### config.mk
export PLATFORM = sky130hd
export DESIGN_NAME = logic16_arb
export DESIGN_NICKNAME = d
export VERILOG_FILES = /design/src/rtl/logic16_arb.sv
export SDC_FILE = /design/constraint.sdc
export NUM_CORES = 1
export LEC_CHECK = 0
export BUFFER_PORTS_ARGS = -buffer_cell sky130_fd_sc_hd__buf_2
export CAP_MARGIN = 20
export CORE_MARGIN = 3
export CORE_UTILIZATION = 48
export DETAILED_ROUTE_END_ITERATION = 8
export HOLD_SLACK_MARGIN = 0.03
export PLACE_DENSITY = 0.74
export SETUP_SLACK_MARGIN = 0.05
export SKIP_LAST_GASP = 1
export SYNTH_ARGS = -nofsm -noshare
export SYNTH_HDL_FRONTEND = slang
export SYNTH_SLANG_ARGS = --single-unit
### constraint.sdc
create_clock -name in_clk -period 4.1 [get_ports in_clk]
set_input_delay 1.23 -clock in_clk [delete_from_list [all_inputs] [get_ports in_clk]]
set_output_delay 1.23 -clock in_clk [all_outputs]
set_load 0.03 [all_outputs]
### src/rtl/logic16_arb.sv
// Two-requester round-robin arbiter in front of a NOT/AND/OR/NAND logic unit.
// Each operation is accepted, executed for one cycle and held until it is consumed.
module logic16_not #(
   parameter int N = 16
) (
   input  logic [N-1:0] a_i,
   output logic [N-1:0] y_o
);
   assign y_o = ~a_i;
endmodule

module logic16_and #(
   parameter int N = 16
) (
   input  logic [N-1:0] a_i,
   input  logic [N-1:0] b_i,
   output logic [N-1:0] y_o
);
   assign y_o = a_i & b_i;
endmodule

module logic16_or #(
   parameter int N = 16
) (
   input  logic [N-1:0] a_i,
   input  logic [N-1:0] b_i,
   output logic [N-1:0] y_o
);
   assign y_o = a_i | b_i;
endmodule

module logic16_arb #(
   parameter int N = 16
) (
   input  logic         in_clk,
   input  logic         in_rst_n,
   input  logic         in_req0_valid,
   input  logic         in_req1_valid,
   input  logic [1:0]   in_req0_op,
   input  logic [1:0]   in_req1_op,
   input  logic [N-1:0] in_req0_a,
   input  logic [N-1:0] in_req0_b,
   input  logic [N-1:0] in_req1_a,
   input  logic [N-1:0] in_req1_b,
   output logic         out_req0_ready,
   output logic         out_req1_ready,
   output logic         out_rsp_valid,
   output logic         out_rsp_id,
   output logic [N-1:0] out_rsp_y,
   input  logic         in_rsp_ready,
   output logic         out_busy
);
   typedef enum logic [1:0] {
      IDLE = 2'd0,
      EXEC = 2'd1,
      RESP = 2'd2
   } state_t;

   state_t       state_q, state_d;
   logic         ptr_q;
   logic [1:0]   op_q;
   logic [N-1:0] a_q, b_q;
   logic         id_q;
   logic         rsp_valid_q, rsp_id_q;
   logic [N-1:0] rsp_y_q;

   logic         gnt0, gnt1, acc;
   logic [N-1:0] not_y, and_y, or_y, nand_y, res;

   // A lone requester wins regardless of the pointer
   assign gnt0 = in_req0_valid & (~in_req1_valid | ~ptr_q);
   assign gnt1 = in_req1_valid & (~in_req0_valid | ptr_q);
   assign acc  = out_req0_ready | out_req1_ready;

   logic16_not #(.N(N)) u_not  (.a_i(a_q), .y_o(not_y));
   logic16_and #(.N(N)) u_and  (.a_i(a_q), .b_i(b_q), .y_o(and_y));
   logic16_or  #(.N(N)) u_or   (.a_i(a_q), .b_i(b_q), .y_o(or_y));
   logic16_not #(.N(N)) u_nand (.a_i(and_y), .y_o(nand_y));

   always_comb begin
      res = not_y;
      unique case (op_q)
         2'b00:   res = not_y;
         2'b01:   res = and_y;
         2'b10:   res = or_y;
         default: res = nand_y;
      endcase
   end

   always_ff @(posedge in_clk or negedge in_rst_n) begin
      if (!in_rst_n) state_q <= IDLE;
      else           state_q <= state_d;
   end

   always_comb begin
      state_d = state_q;
      unique case (state_q)
         IDLE:    if (acc) state_d = EXEC;
         EXEC:    state_d = RESP;
         RESP:    if (in_rsp_ready) state_d = IDLE;
         default: state_d = IDLE;
      endcase
   end

   always_comb begin
      out_req0_ready = 1'b0;
      out_req1_ready = 1'b0;
      out_busy       = (state_q != IDLE);
      if (in_rst_n && state_q == IDLE) begin
         out_req0_ready = gnt0;
         out_req1_ready = gnt1;
      end
   end

   always_ff @(posedge in_clk or negedge in_rst_n) begin
      if (!in_rst_n) begin
         ptr_q       <= 1'b0;
         op_q        <= 2'b00;
         a_q         <= '0;
         b_q         <= '0;
         id_q        <= 1'b0;
         rsp_valid_q <= 1'b0;
         rsp_id_q    <= 1'b0;
         rsp_y_q     <= '0;
      end else begin
         if (acc) begin
            op_q  <= gnt1 ? in_req1_op : in_req0_op;
            a_q   <= gnt1 ? in_req1_a : in_req0_a;
            b_q   <= gnt1 ? in_req1_b : in_req0_b;
            id_q  <= gnt1;
            ptr_q <= ~gnt1;
         end
         if (state_q == EXEC) begin
            rsp_valid_q <= 1'b1;
            rsp_id_q    <= id_q;
            rsp_y_q     <= res;
         end else if (state_q == RESP && in_rsp_ready) begin
            rsp_valid_q <= 1'b0;
         end
      end
   end

   assign out_rsp_valid = rsp_valid_q;
   assign out_rsp_id    = rsp_id_q;
   assign out_rsp_y     = rsp_y_q;
endmodule
; Word level (Yosys, flattened, before mapping)
; Index checks and enable logic that the tools add are counted.
[word_totals]
ff_bits = 56
in_bits = 73
output_inout_bits = 21
word_cells = 46
[classes]
n_eq_ne = 6
muxes = 11
bitwise_logic = 13
n_reduce_logical = 7
[ops]
columns = operator, n
row1 = one-hot mux 16 bit (3 select lines), 1
row2 = 2-to-1 mux 16 bit, 2
row3 = NOT 16 bit, 2
row4 = AND 16 bit, 1
row5 = bitwise OR 16 bit, 1
row6 = 2-to-1 mux 2 bit, 3
row7 = one-hot mux 2 bit (3 select lines), 1
row8 = "equality test 2 x 1 -> 1 bit, second input constant", 2
row9 = "equality test 2 bit, second input constant", 2
row10 = logical NOT 2 bit, 2
row11 = 2-to-1 mux 1 bit, 4
row12 = "!= test 2 bit, second input constant", 2
row13 = NOT 1 bit, 4
row14 = nonzero test 2 bit, 2
row15 = bitwise OR 1 bit, 3
row16 = AND 1 bit, 2
row17 = logical AND 1 bit, 2
row18 = AND reduction 2 bit, 1

; Logic depth before layout (Yosys ltp)
[logic_depth]
word_depth = 7
depth_mapped = 7
depth_no_buf = 3

; By module
; A second synthesis with hierarchy kept.
[unflattened]
cells_unflattened = 310
hier_area_um2 = 3275.6
[by_module_without_submodules]
columns = mod, n_inst, cells_each, area_each_um2, seq_area_each_um2
row1 = logic16_arb, 1, 246, 2955.3, 1401.3
row2 = logic16_not, 2, 16, 60.1, 0.0
row3 = logic16_and, 1, 16, 100.1, 0.0
row4 = logic16_or, 1, 16, 100.1, 0.0

; Worst setup path before layout
; No wires, ideal clock.
[synth_path]
path_type = input-to-output
start = in in_rst_n
end = out out_req1_ready
arrival_time_ps = 1978
t_required_ps = 2870
slack_ps = 892
path_stages = 3
n_path_buf = 1
cell_sequence = nor3b_4 -> nor3b_4 -> buf_6
[synth_between]
elab_chain_len = 2
[synth_lines]
columns = item, line
row1 = start: declaration, 36  ; input logic in_rst_n,
row2 = logical AND 1 bit, 109  ; if (in_rst_n && state_q == IDLE) begin
row3 = 2-to-1 mux 1 bit, 109
row4 = end: declaration, 46  ; output logic out_req1_ready,
; No other way between the ends.

; Worst setup path in the final report
[layout_path]
start = in in_rst_n
end = out out_req0_ready
[layout_between]
elab_chain_len = 2
[layout_lines]
columns = item, line
row1 = logical AND 1 bit, 109
row2 = 2-to-1 mux 1 bit, 109
row3 = end: declaration, 45  ; output logic out_req0_ready,
; No other way between the ends.

==> out/qor.txt <==
switch share - 0.444
Layout Nets - 474
DR WL met2 - 3.73 mm
total CTS buffers - 5
most common cell after layout, fill and taps aside - buf_2
Cell Area, Synth - 0.00353 mm^2
Vias/cell - 5.73
Leakage Power - 0.00163 uW
met3 routed WL - 568 um
RR Endpoint - out_rsp_y[15]
DP HPWL - 5.92 mm
Post-DRT Antenna Nets - 0
Hold Vio Cnt, Final - 0
Worst R2R Start - state_q[1]
Slew Viols, Final - 0
most used cells in the layout excluding fill and tap cells - buf_2 (93), dfrtp_1 (55), a221o_1 (26), a21oi_1 (26), o21ai_0 (26)
Final setup violation count - 0
largest net degree at the start of global routing - 57
FF-to-FF setup slack - 1.89 ns
synth-to-layout area growth - 14.9%
Slew @ Worst Pin - 1.05 ns
met1 wire length - 3.76 mm
synthesized flop and latch total - 56
crit path cell chain - buf_2 -> nor3b_4 -> buf_4 -> and3_1 -> buf_2
Pre-antenna DRT Iters - 5
Mapped Cells - 326
post-synth top area share - 0.396
CP most frequent cell - buf_2
dominant cells by area after synthesis - dfrtp_1 (40%), a31oi_4 (11%), a221o_1 (7.4%)
Die Area - 0.00843 mm^2
Crit. Startpoint - in_rst_n
CTS tree - yes
Placed Cells incl. Taps - 490
critical path type - input port to primary output
Clock power frac - 0.112
die height - 91.8 um
Tightest Hold Check Type - flop to flop
Final Util - 0.582
cts repair resizes - 0
num ports - 94
# DRC - 0
synthesized net count - 399
vias in the first global route - 2757
Core Footprint - 0.00698 mm^2
Root Buffer - clkbuf_8
Sink Count - 56
Die W - 91.8 um
postcts setup bufs - 0
CP Buf/Inv Count - 3
first-pass GRT wire length - 13.6 mm
P_int - 1540 uW
FF-to-FF path depth - 3
setup TNS - 0 ns
Clock Pin Slew Worst Setup and Hold Paths - 0.10 ns
FP Rows - 30
top layer in use - met4
ant diodes - 0
Net Sw Power - 1230 uW
Routability Congestion - 0.819
vias - 2854
peak fanout along the critical path - 15
Flop pwr share - 0.414
Max transition margin - 0.298
Hold Path Sink - out_rsp_id
max cap viols - 0
CTS max path bufs - 2
critical path required time - 2.87 ns
startpoint types - input port
Place WS - 0.714 ns
Worst Hold Path Cells - 2
Finished Layout Cells - 498
Starting Density - 0.506
antenna violations before repair - 0
Peak VDD IR - 0.238 mV
H-tree depth - 2
hold_sp - out_rsp_id
PwrDens - 682 mW/mm^2
RSZ-0062 raised after global routing - no
synth warn - 0
Critical Path Sink Type - primary output
hold_buf cts - 0
final period utilization - 0.826
grt total ovfl - 0
drt wl/cell - 16.4 um
# fillers - 645
drt initial violations - 205
setup ws final - 0.715 ns
Fin Clk Skew - 0.00408 ns
number of I/O port buffers - 93
crit path time final - 3.39 ns
Worst Path Arrival - 2.16 ns
outcome - finished clean
layout cells sized above 1 - 0.366
combinational share of power - 0.474
Unique masters post-synth - 31
Routed WL - 8.17 mm
Total GRT Usage - 0.199
Crit path max-delay family - buffers and inverters
Worst path max stage delay - 0.23 ns
worst skew pair latency - 0.31 ns
leading area contributor after synthesis - dfrtp_1
Max Freq - 295 MHz
Post-Syn Area per Cell - 10.8 um^2
Seq/Total Area, Yosys - 0.396
Critical Path Slowest Stage Cell - and3_1
cell type report:
cell class | instances | area [um^2] | area share
clock buffer | 5 | 68.8 | 0.0169
sequential | 56 | 1400 | 0.345
inverter | 5 | 18.8 | 0.00462
tap | 96 | 120 | 0.0296
multi-input combinational | 232 | 1900 | 0.468
clock inverter | 3 | 23.8 | 0.00586
timing repair buffer | 101 | 526 | 0.129
per-layer routing:
layer | GRT usage | vias to the layer above
met5 | 0 | -
met4 | 0.0507 | 0
met3 | 0.0377 | 11
met2 | 0.314 | 118
met1 | 0.283 | 1356
li1 | - | 1369
stage by stage:
stage / hold WS (ns) / power (uW) / cell area, um^2
floorplan: 0.486 / 2180 / 3530
global placement: 0.458 / 2430 / 3970
detailed placement: 0.466 / 2470 / 3970
CTS: 0.489 / 2780 / 4060
global route: 0.547 / 2970 / 4060
finish: 0.481 / 2770 / 4060
Yosys cell counts (all sizes together):
| cell type | count |
|---|---|
| a2111oi | 16 |
| a21boi | 9 |
| a21oi | 26 |
| a221o | 26 |
| a31oi | 24 |
| and2 | 1 |
| and2b | 1 |
| and3 | 1 |
| buf | 20 |
| clkbuf | 13 |
| dfrtp | 56 |
| inv | 5 |
| nand2 | 20 |
| nand2b | 1 |
| nand3b | 24 |
| nor2 | 19 |
| nor2b | 16 |
| nor3b | 2 |
| o21ai | 26 |
| o21bai | 2 |
| or2 | 2 |
| xnor2 | 16 |
flip-flops by register name, summed over array words and instances, names as in the netlist:
register and flops:
ptr_q 1, out_rsp_id 1, b_q 16, out_rsp_valid 1, id_q 1, op_q 2, state_q 2, out_rsp_y 16
a_q 16
how the worst max path moves through the flow:
stage / to / slack [ns] / cells past startpoint
floorplan: out_req1_ready / 0.89 / 3
global route: out_req0_ready / 0.65 / 5
finish: out_req0_ready / 0.71 / 5
detailed placement: out_req0_ready / 0.71 / 5
global placement: out_req0_ready / 0.73 / 5
CTS: out_req0_ready / 0.71 / 5
worst register-to-register path, cell delays in order, from the launching register on:
cell and delay, ns:
dfrtp_1 0.50, nand2b_2 0.63, nor2_2 0.75, a221o_1 0.26
cells by family (layout without fill, tap and decap cells):
kind of cell	after synthesis	after routing	share of synthesized area
AOI/OAI and AO/OA	129	129	0.353
DFF	56	56	0.396
xor gates and xnor gates	16	16	0.0396
and+or+nand+nor	87	87	0.144
buffers and inverters	38	114	0.0665
power groups by stage:
stage | Sequential (uW) | Combinational [uW] | Clock (uW)
5_1_grt | 1200 | 1430 | 343
3_3_place_gp | 1150 | 1280 | 0
2_1_floorplan | 1150 | 1020 | 0
6_report | 1150 | 1310 | 309
3_5_place_dp | 1150 | 1320 | 0
4_1_cts | 1140 | 1320 | 317
Note: power is estimated with default switching activity, not from simulation.
